==> src/rtl/coef_table_loader_if.sv <==
// Stream-in / table-write bus for coef_table_loader.
// The slave modport is the loader's side: it consumes the coefficient stream
// and drives the table write port. The master modport is the opposite side.
interface coef_table_loader_if #(
    parameter int bus_C0   = 29,
    parameter int bus_C1   = 20,
    parameter int bus_C2   = 14,
    parameter int fn_bits  = 4,
    parameter int add_bits = 7
);
    logic                s_valid;
    logic [31:0]         s_data;
    logic                s_ready;
    logic                wr_en;
    logic [fn_bits-1:0]  wr_fn;
    logic [add_bits-1:0] wr_addr;
    logic [bus_C0-1:0]   wr_C0;
    logic [bus_C1-1:0]   wr_C1;
    logic [bus_C2-1:0]   wr_C2;

    modport slave (
        input  s_valid, s_data,
        output s_ready, wr_en, wr_fn, wr_addr, wr_C0, wr_C1, wr_C2
    );

    modport master (
        output s_valid, s_data,
        input  s_ready, wr_en, wr_fn, wr_addr, wr_C0, wr_C1, wr_C2
    );
endinterface

==> src/rtl/coef_table_loader.sv <==
// coef_table_loader: streams three coefficient words per entry (C0, C1, C2)
// into a selected function table, one table write per entry.
// Optional feature: define COEF_LOADER_CHECKSUM_EN to accumulate a 32-bit XOR
// of every accepted payload word and compare it against one trailing sum word.
//
// state  | meaning
// -------+----------------------------------------------------------
// IDLE   | waiting for start; abort ignored
// LD_C0  | accepting C0 word of current entry
// LD_C1  | accepting C1 word of current entry
// LD_C2  | accepting C2 word of current entry
// WRITE  | one-cycle table write strobe for current entry
// LD_SUM | accepting checksum word (COEF_LOADER_CHECKSUM_EN only)
// FIN    | one-cycle done pulse, back to IDLE
module coef_table_loader #(
    parameter int bus_C0   = 29,
    parameter int bus_C1   = 20,
    parameter int bus_C2   = 14,
    parameter int fn_bits  = 4,
    parameter int add_bits = 7
) (
    input  logic                clk,
    input  logic                rst_n,
    input  logic                start,
    input  logic [fn_bits-1:0]  fn_sel,
    input  logic [add_bits:0]   num_entries,
    input  logic                abort,
    coef_table_loader_if.slave  bus,
    output logic                busy,
    output logic                done,
    output logic                err
);

    typedef enum logic [2:0] {
        IDLE,
        LD_C0,
        LD_C1,
        LD_C2,
        WRITE,
`ifdef COEF_LOADER_CHECKSUM_EN
        LD_SUM,
`endif
        FIN
    } state_t;

    localparam logic [add_bits:0] MAX_ENT = {1'b1, {add_bits{1'b0}}};
    localparam logic [31:0] MASK_C0 = 32'((64'd1 << bus_C0) - 64'd1);
    localparam logic [31:0] MASK_C1 = 32'((64'd1 << bus_C1) - 64'd1);
    localparam logic [31:0] MASK_C2 = 32'((64'd1 << bus_C2) - 64'd1);

    state_t              state_q, state_d;
    logic                err_q, err_d;
    logic [fn_bits-1:0]  fn_q, fn_d;
    logic [add_bits:0]   num_q, num_d;
    logic [add_bits-1:0] addr_q, addr_d;
    logic [bus_C0-1:0]   c0_q, c0_d;
    logic [bus_C1-1:0]   c1_q, c1_d;
    logic [bus_C2-1:0]   c2_q, c2_d;
    logic                s_ready_q, wr_en_q, busy_q, done_q;
`ifdef COEF_LOADER_CHECKSUM_EN
    logic [31:0]         sum_q, sum_d;
`endif

    logic accept;
    logic last_entry;

    assign accept     = bus.s_valid && s_ready_q;
    assign last_entry = ({1'b0, addr_q} == (num_q - (add_bits+1)'(1)));

    // Next-state and datapath update; abort overrides everything outside IDLE.
    always_comb begin
        state_d = state_q;
        err_d   = err_q;
        fn_d    = fn_q;
        num_d   = num_q;
        addr_d  = addr_q;
        c0_d    = c0_q;
        c1_d    = c1_q;
        c2_d    = c2_q;
`ifdef COEF_LOADER_CHECKSUM_EN
        sum_d   = sum_q;
`endif
        case (state_q)
            IDLE: begin
                if (start) begin
                    err_d  = 1'b0;
                    fn_d   = fn_sel;
                    num_d  = num_entries;
                    addr_d = '0;
`ifdef COEF_LOADER_CHECKSUM_EN
                    sum_d  = '0;
`endif
                    if ((32'(fn_sel) > 32'd9) || (num_entries > MAX_ENT)) begin
                        err_d   = 1'b1;
                        state_d = FIN;
                    end else if (num_entries == '0) begin
                        state_d = FIN;
                    end else begin
                        state_d = LD_C0;
                    end
                end
            end
            LD_C0: begin
                if (accept) begin
                    c0_d = bus.s_data[bus_C0-1:0];
                    if ((bus.s_data & ~MASK_C0) != '0) err_d = 1'b1;
`ifdef COEF_LOADER_CHECKSUM_EN
                    sum_d = sum_q ^ bus.s_data;
`endif
                    state_d = LD_C1;
                end
            end
            LD_C1: begin
                if (accept) begin
                    c1_d = bus.s_data[bus_C1-1:0];
                    if ((bus.s_data & ~MASK_C1) != '0) err_d = 1'b1;
`ifdef COEF_LOADER_CHECKSUM_EN
                    sum_d = sum_q ^ bus.s_data;
`endif
                    state_d = LD_C2;
                end
            end
            LD_C2: begin
                if (accept) begin
                    c2_d = bus.s_data[bus_C2-1:0];
                    if ((bus.s_data & ~MASK_C2) != '0) err_d = 1'b1;
`ifdef COEF_LOADER_CHECKSUM_EN
                    sum_d = sum_q ^ bus.s_data;
`endif
                    state_d = WRITE;
                end
            end
            WRITE: begin
                // Address stops at the last entry so it never wraps.
                if (last_entry) begin
`ifdef COEF_LOADER_CHECKSUM_EN
                    state_d = LD_SUM;
`else
                    state_d = FIN;
`endif
                end else begin
                    addr_d  = addr_q + add_bits'(1);
                    state_d = LD_C0;
                end
            end
`ifdef COEF_LOADER_CHECKSUM_EN
            LD_SUM: begin
                if (accept) begin
                    if (bus.s_data != sum_q) err_d = 1'b1;
                    state_d = FIN;
                end
            end
`endif
            FIN: begin
                state_d = IDLE;
            end
            default: begin
                state_d = IDLE;
            end
        endcase

        if (abort && (state_q != IDLE)) begin
            state_d = IDLE;
            err_d   = 1'b1;
        end
    end

    // State, datapath and outputs registered; outputs decoded from next state.
    always_ff @(posedge clk or negedge rst_n) begin
        if (!rst_n) begin
            state_q   <= IDLE;
            err_q     <= 1'b0;
            fn_q      <= '0;
            num_q     <= '0;
            addr_q    <= '0;
            c0_q      <= '0;
            c1_q      <= '0;
            c2_q      <= '0;
            s_ready_q <= 1'b0;
            wr_en_q   <= 1'b0;
            busy_q    <= 1'b0;
            done_q    <= 1'b0;
`ifdef COEF_LOADER_CHECKSUM_EN
            sum_q     <= '0;
`endif
        end else begin
            state_q   <= state_d;
            err_q     <= err_d;
            fn_q      <= fn_d;
            num_q     <= num_d;
            addr_q    <= addr_d;
            c0_q      <= c0_d;
            c1_q      <= c1_d;
            c2_q      <= c2_d;
`ifdef COEF_LOADER_CHECKSUM_EN
            sum_q     <= sum_d;
            s_ready_q <= (state_d == LD_C0) || (state_d == LD_C1) ||
                         (state_d == LD_C2) || (state_d == LD_SUM);
`else
            s_ready_q <= (state_d == LD_C0) || (state_d == LD_C1) ||
                         (state_d == LD_C2);
`endif
            wr_en_q   <= (state_d == WRITE);
            busy_q    <= (state_d != IDLE);
            done_q    <= (state_d == FIN);
        end
    end

    assign bus.s_ready = s_ready_q;
    assign bus.wr_en   = wr_en_q;
    assign bus.wr_fn   = fn_q;
    assign bus.wr_addr = addr_q;
    assign bus.wr_C0   = c0_q;
    assign bus.wr_C1   = c1_q;
    assign bus.wr_C2   = c2_q;
    assign busy        = busy_q;
    assign done        = done_q;
    assign err         = err_q;

endmodule

==> src/flat_wrapper.sv <==
// flat-port wrapper written by rule: the top's interface ports become plain ports
module coef_table_loader_flat 
#(
    parameter int bus_C0   = 29,
    parameter int bus_C1   = 20,
    parameter int bus_C2   = 14,
    parameter int fn_bits  = 4,
    parameter int add_bits = 7
)
  (clk, rst_n, start, fn_sel, num_entries, abort, busy, done, err, bus_s_valid, bus_s_data, bus_s_ready, bus_wr_en, bus_wr_fn, bus_wr_addr, bus_wr_C0, bus_wr_C1, bus_wr_C2);
  coef_table_loader_if #(.bus_C0(bus_C0), .bus_C1(bus_C1), .bus_C2(bus_C2), .fn_bits(fn_bits), .add_bits(add_bits)) bus_i ();
  input  logic clk;
  input  logic rst_n;
  input  logic start;
  input  logic [fn_bits-1:0] fn_sel;
  input  logic [add_bits:0] num_entries;
  input  logic abort;
  output logic busy;
  output logic done;
  output logic err;
  input wire logic [$bits(bus_i.s_valid)-1:0] bus_s_valid;
  input wire logic [$bits(bus_i.s_data)-1:0] bus_s_data;
  output wire logic [$bits(bus_i.s_ready)-1:0] bus_s_ready;
  output wire logic [$bits(bus_i.wr_en)-1:0] bus_wr_en;
  output wire logic [$bits(bus_i.wr_fn)-1:0] bus_wr_fn;
  output wire logic [$bits(bus_i.wr_addr)-1:0] bus_wr_addr;
  output wire logic [$bits(bus_i.wr_C0)-1:0] bus_wr_C0;
  output wire logic [$bits(bus_i.wr_C1)-1:0] bus_wr_C1;
  output wire logic [$bits(bus_i.wr_C2)-1:0] bus_wr_C2;
  assign bus_i.s_valid = bus_s_valid;
  assign bus_i.s_data = bus_s_data;
  assign bus_s_ready = bus_i.s_ready;
  assign bus_wr_en = bus_i.wr_en;
  assign bus_wr_fn = bus_i.wr_fn;
  assign bus_wr_addr = bus_i.wr_addr;
  assign bus_wr_C0 = bus_i.wr_C0;
  assign bus_wr_C1 = bus_i.wr_C1;
  assign bus_wr_C2 = bus_i.wr_C2;
  coef_table_loader #(.bus_C0(bus_C0), .bus_C1(bus_C1), .bus_C2(bus_C2), .fn_bits(fn_bits), .add_bits(add_bits)) u_core (.clk(clk), .rst_n(rst_n), .start(start), .fn_sel(fn_sel), .num_entries(num_entries), .abort(abort), .bus(bus_i), .busy(busy), .done(done), .err(err));
endmodule
==> config.mk <==
export PLATFORM = sky130hd
export DESIGN_NAME = coef_table_loader_flat
export DESIGN_NICKNAME = d
export VERILOG_FILES = /design/src/rtl/coef_table_loader_if.sv /design/src/rtl/coef_table_loader.sv /design/src/flat_wrapper.sv
export SDC_FILE = /design/constraint.sdc
export NUM_CORES = 1
export LEC_CHECK = 0
export BUFFER_PORTS_ARGS = -buffer_cell sky130_fd_sc_hd__buf_2
export CAP_MARGIN = 40
export CORE_ASPECT_RATIO = 0.9
export CORE_MARGIN = 3
export CORE_UTILIZATION = 51
export DETAILED_ROUTE_END_ITERATION = 8
export GPL_TIMING_DRIVEN = 0
export PLACE_DENSITY = 0.8
export SETUP_SLACK_MARGIN = 0.05
export SLEW_MARGIN = 10
export SYNTH_ARGS = -nofsm -noshare
export SYNTH_HDL_FRONTEND = slang
export SYNTH_SLANG_ARGS = --single-unit
==> constraint.sdc <==
create_clock -name clk -period 2.8 [get_ports clk]
set_input_delay 0.14 -clock clk [delete_from_list [all_inputs] [get_ports clk]]
set_output_delay 0.14 -clock clk [all_outputs]
set_load 0.02 [all_outputs]
### Word-level counts from Yosys, hierarchy flattened

Index checks and enable logic that the tools add are counted.

* bits of input ports: 49
* word-level logic and storage cells: 77
* register bits after elaboration: 90
* output and inout bits: 79

* reduce and logical (&&, ||, !) cells: 20
* muxes and demuxes: 22
* add/sub/neg operators: 2
* equality and inequality tests: 19
* order comparisons: 2

Operator list (number)
* 32-bit nonzero test: 3
* 3-bit 2-to-1 mux: 8
* 3-bit by 1-bit != test with 1-bit output (second input constant): 6
* 3-bit case mux with 5 select lines: 1
* 7-bit 2-to-1 mux: 2
* 7-bit case mux with 2 select lines: 1
* 3-bit by 2-bit == test with 1-bit output (second input constant): 4
* 3-bit == test (second input constant): 3
* 1-bit 2-to-1 mux: 9
* 7-bit by 8-bit == test with 1-bit output: 1
* 8-bit greater-than comparator (second input constant): 1
* 8-bit logical NOT: 1
* 2-bit AND reduction: 4
* 8-bit AND reduction: 1
* 8-bit by 1-bit subtractor with 8-bit output (second input constant): 1
* 7-bit by 1-bit adder with 7-bit output (second input constant): 1
* 3-bit by 1-bit == test with 1-bit output (second input constant): 2
* 3-bit nonzero test: 2
* 5-bit nonzero test: 1
* 4-bit greater-than comparator (second input constant): 1
* 2-bit != test (second input constant): 2
* 1-bit case mux with 4 select lines: 1
* 3-bit logical NOT: 1
* 1-bit logical OR: 3
* other kinds (4): 5

### Depth between registers and ports, before layout

* depth after elaboration: 9
* mapped depth: 9
* gate-level depth less buffers: 8

### Least setup slack after synthesis

Ideal clock, no wire load.

* path kind: register to register
* start point: reg u_core.num_q[0]
* end point: reg u_core.addr_q[4] (netlist: u_core.bus.wr_addr[4])
* setup slack: 0.779 ns
* stages on the path, launching flop included: 10
* data arrival time: 1.888 ns
* required time: 2.667 ns
* cell sequence: dfrtp_1 > inv_1 > ha_1 > nor2b_2 > xnor2_1 > and4b_1 > o21a_1 > buf_6 > a2111oi_4 > a211oi_2

* cells in the longest elaborated chain, start to end: 4

RTL lines
* start: declaration: line coef_table_loader.sv:54 `logic [add_bits:0] num_q, num_d;`
* start signal: assignment: line coef_table_loader.sv:190 `num_q <= num_d;`
* 8-bit by 1-bit subtractor with 8-bit output: line coef_table_loader.sv:68 `assign last_entry = ({1'b0, addr_q} == (num_q - (add_bits+1)'(1)));`
* 7-bit by 8-bit == test with 1-bit output: line coef_table_loader.sv:68
* 2-bit != test (no source line)
* 3-bit AND reduction (no source line)
* end signal: assignment: line coef_table_loader.sv:191 `addr_q <= addr_d;`
* end: declaration: line coef_table_loader.sv:55 `logic [add_bits-1:0] addr_q, addr_d;`

No other way between the ends.
A chain may end at the register's enable or synchronous reset.

### Worst setup path in the final report

* start point: reg u_core.num_q[0]
* end point: reg u_core.addr_q[5] (netlist: u_core.bus.wr_addr[5])

The elaborated chain is that of the path after synthesis.

==> impl_metrics.py <==
metrics = {
    "outcome": {
        "status": "completed",
    },
    "placement": {
        "dp_hpwl_um": 7035,
        "dpl.cell_count": 550,
        "gp_congestion": 0.8064,
        "placed_cell_area_sq_um": 4852,
        "port-buffer-count": 127,
    },
    "clock_tree": {
        "clkTransAtPathRegs_ns": 0.10,
        "hold_buffers": 10,
        "cts_setup_buffers": 0,
        "ctsResizeCount": 0,
        "numCtsBuffers": 9,
        "clock-sinks": 90,
        "insertion_delay_ns": 0.36,
        "cts_max_level": 3,
        "cts_tree": "yes",
        "cts_root_buffer": "clkbuf_8",
        "clockBufferDepth": 2,
    },
    "global_route": {
        "grt_usage_pct": 21.94,
        "overflow": 0,
        "antenna_found_initial": 0,
        "grt_max_degree": 56,
        "grt_pass1_wl_um": 16100,
        "grt_pass1_vias": 3237,
    },
    "die": {
        "die_w_um": 100.1,
        "rows": 30,
        "die_h_um": 90.71,
        "dieArea_sq_um": 9082,
        "core_sq_um": 7657,
        "ios": 128,
        "start_util_pct": 53.10,
    },
    "critical_path": {
        "path_class": "reg2reg",
        "setup.worst_path.start_class": "flip-flop",
        "cp_max_fo": 9,
        "worst_setup_path_end_kind": "flip-flop",
        "cp.arrival_ns": 2.48,
        "critPathRequiredTime_ns": 3.09,
    },
    "synth": {
        "synth_top_flop_cell": "dfrtp_1",
        "synth.area.mux_share_pct": 18.46,
        "syn_avg_cell_area_sq_um": 12.47,
        "synth_xor_area_share_pct": 1.938,
        "synth_top_cell_area_share_pct": 55.38,
        "ys_top_cells_by_area": "dfrtp_1 (55%), mux2_2 (17%), nand2_1 (4.2%)",
        "syn_nets": 377,
        "syn_area_sq_um": 4066,
        "synth_area_leader_cell": "dfrtp_1",
        "netlist_instances": 326,
        "yosysUniqueCellTypes": 53,
        "synth_top_family_by_area": "multiplexers",
        "synth-compound-area-share_pct": 8.308,
        "synth_edf_count": 0,
        "synthAdderAreaFrac_pct": 0.6154,
        "async_flop_share_pct": 100.0,
        "seq_area_frac_synth_pct": 55.38,
        "ys_warn_count": 0,
        "ys_seq_elements": 90,
        "synth-simple-area-share_pct": 12.95,
    },
    "detailed_routing": {
        "antenna_left": 0,
        "route.detailed.drc": 0,
        "drt_pass1_iterations": 4,
        "via_count": 3139,
        "drt_iter0_markers": 144,
        "via_per_inst": 5.450,
        "avgRoutedWirePerCell_um": 16.62,
        "wirelength_um": 9573,
    },
    "layout": {
        "fill_cells": 614,
        "fin_area_sq_um": 5149,
        "final_cells": 576,
        "n_antenna_cell": 0,
        "multi_input_area_sq_um": 1719,
        "seqCellArea_sq_um": 2252,
        "drive_gt1_share_pct": 48.13,
        "nNetsFinal": 526,
        "syn2layout_area_growth_pct": 26.62,
    },
    "power_and_ir_drop": {
        "power_density_nw_per_um2": 1027,
        "finalPower_mw": 5.288,
        "vdd_ir_drop_max_uv": 623.3,
        "p_leak_nw": 2.588,
    },
    "timing": {
        "slew_viol_final": 0,
        "skew_ns": 0.006001,
        "tightest_slew_ns": 0.7000,
        "post-route-period-util_pct": 78.29,
        "finalSetupViolations": 0,
        "max_freq_ghz": 0.4562,
        "setup_tns_ns": 0,
        "period_minus_slack_ns": 2.192,
        "hold_viol": 0,
        "fin_hold_ws_ns": 0.02247,
        "maxSlewHeadroom_pct": 53.02,
        "rsz0062_at_grt": "no",
    },
    "hold_path": {
        "hold_path_class": "in2reg",
    },
    "flow_run": {
        "drv_cap": 0,
    },
}
-- sequential cells by signal, indices dropped and copies added, names as in the netlist, 3 cells and up --
register            cells
u_core.state_q          3
u_core.bus.wr_C1       20
u_core.bus.wr_C0       29
u_core.bus.wr_fn        4
u_core.num_q            8
u_core.bus.wr_C2       14
u_core.bus.wr_addr      7
-- area by class of cell --
class	count	share of cell area [%]
Sequential cell	90	43.74
Multi-Input combinational cell	219	33.39
Inverter	5	0.3645
Clock inverter	7	1.409
Buffer	12	1.482
Tap cell	96	2.333
Timing Repair Buffer	138	14.87
Clock buffer	9	2.406
-- cells by family (layout without fill, tap and decap cells) --
| kind of cell | count (synthesis) | in the layout |
|---|---|---|
| AOI/OAI and AO/OA | 42 | 42 |
| muxes | 67 | 67 |
| buffers and inverters | 17 | 171 |
| DFF | 90 | 90 |
| adders and majority gates | 2 | 2 |
| xor gates and xnor gates | 9 | 9 |
| and+or+nand+nor | 99 | 99 |
-- stage by stage --
step	worst slack (ns)	utilization [%]
after floorplan	0.7795	-
after global placement	0.6630	62.97
after detailed placement	0.6487	63.37
after CTS	0.6197	67.24
after global routing	0.4843	67.24
final	0.6079	67.24
-- critical path: stages, from the launching register on --
cell,delay (ns)
dfrtp_1,0.42
inv_1,0.08
ha_1,0.26
nor2b_2,0.19
xnor2_1,0.13
and4b_1,0.22
o21a_1,0.19
buf_6,0.15
a211oi_2,0.28
mux2i_1,0.21
-- cells in the mapped netlist (4+ instances only) --
master    instances
xor2_1            4
o21ai_0           4
buf_2             6
mux2_2           63
xnor2_1           5
nand4_1           5
nor3_1            6
clkbuf_1          4
nand2_1          45
nor2_1           10
o211ai_1          5
inv_1             5
dfrtp_1          90
a21oi_1          10
a211oi_2          4
nand3_1           8
-- layer usage --
metal | track usage (%) | up-vias | share of wire [%]
met4 | 5.724 | 0 | 1.6
li1 | - | 1475 | -
met1 | 28.53 | 1545 | 42
met3 | 7.181 | 14 | 7.1
met2 | 35.32 | 105 | 49
met5 | 0 | - | 0
-- power breakdown --
group / internal, mW / total (mW) / switching (mW)
registers: 1.77 / 2.11 / 0.342
clock network: 0.348 / 0.861 / 0.513
logic: 0.954 / 2.32 / 1.36
total: 3.07 / 5.29 / 2.22
-- placed cells by master, fill, tap and decap left out, drive strengths merged, types with 3 or more instances in the layout --
cell type      n
xnor2          5
buf          136
o21ai          5
inv            8
clkbuf        13
xor2           4
nand3          8
clkinv         3
nor2          11
nand2         45
nand4          6
mux2i          3
nand2b         3
a211oi         5
a21oi         10
mux2          64
o211ai         5
dfrtp         90
dlygate4sd3   10
nor4           3
nor3           8
-- worst paths after layout --
path	startpoint	end	slack, ns	cells past startpoint
setup / recovery	u_core.num_q[0]	u_core.bus.wr_addr[5]	0.61	9
hold / removal	bus_s_data[23]	u_core.bus.wr_C0[23]	0.02	2
setup reg to reg	u_core.num_q[0]	u_core.bus.wr_addr[5]	0.61	9
hold reg to reg	u_core.bus.wr_fn[0]	u_core.bus.wr_fn[0]	0.48	2
max in group asynchronous	rst_n	u_core.bus.wr_C2[0]	1.91	3
min in group asynchronous	rst_n	u_core.bus.wr_fn[0]	0.28	2
Power figures use the tool's default switching activity.
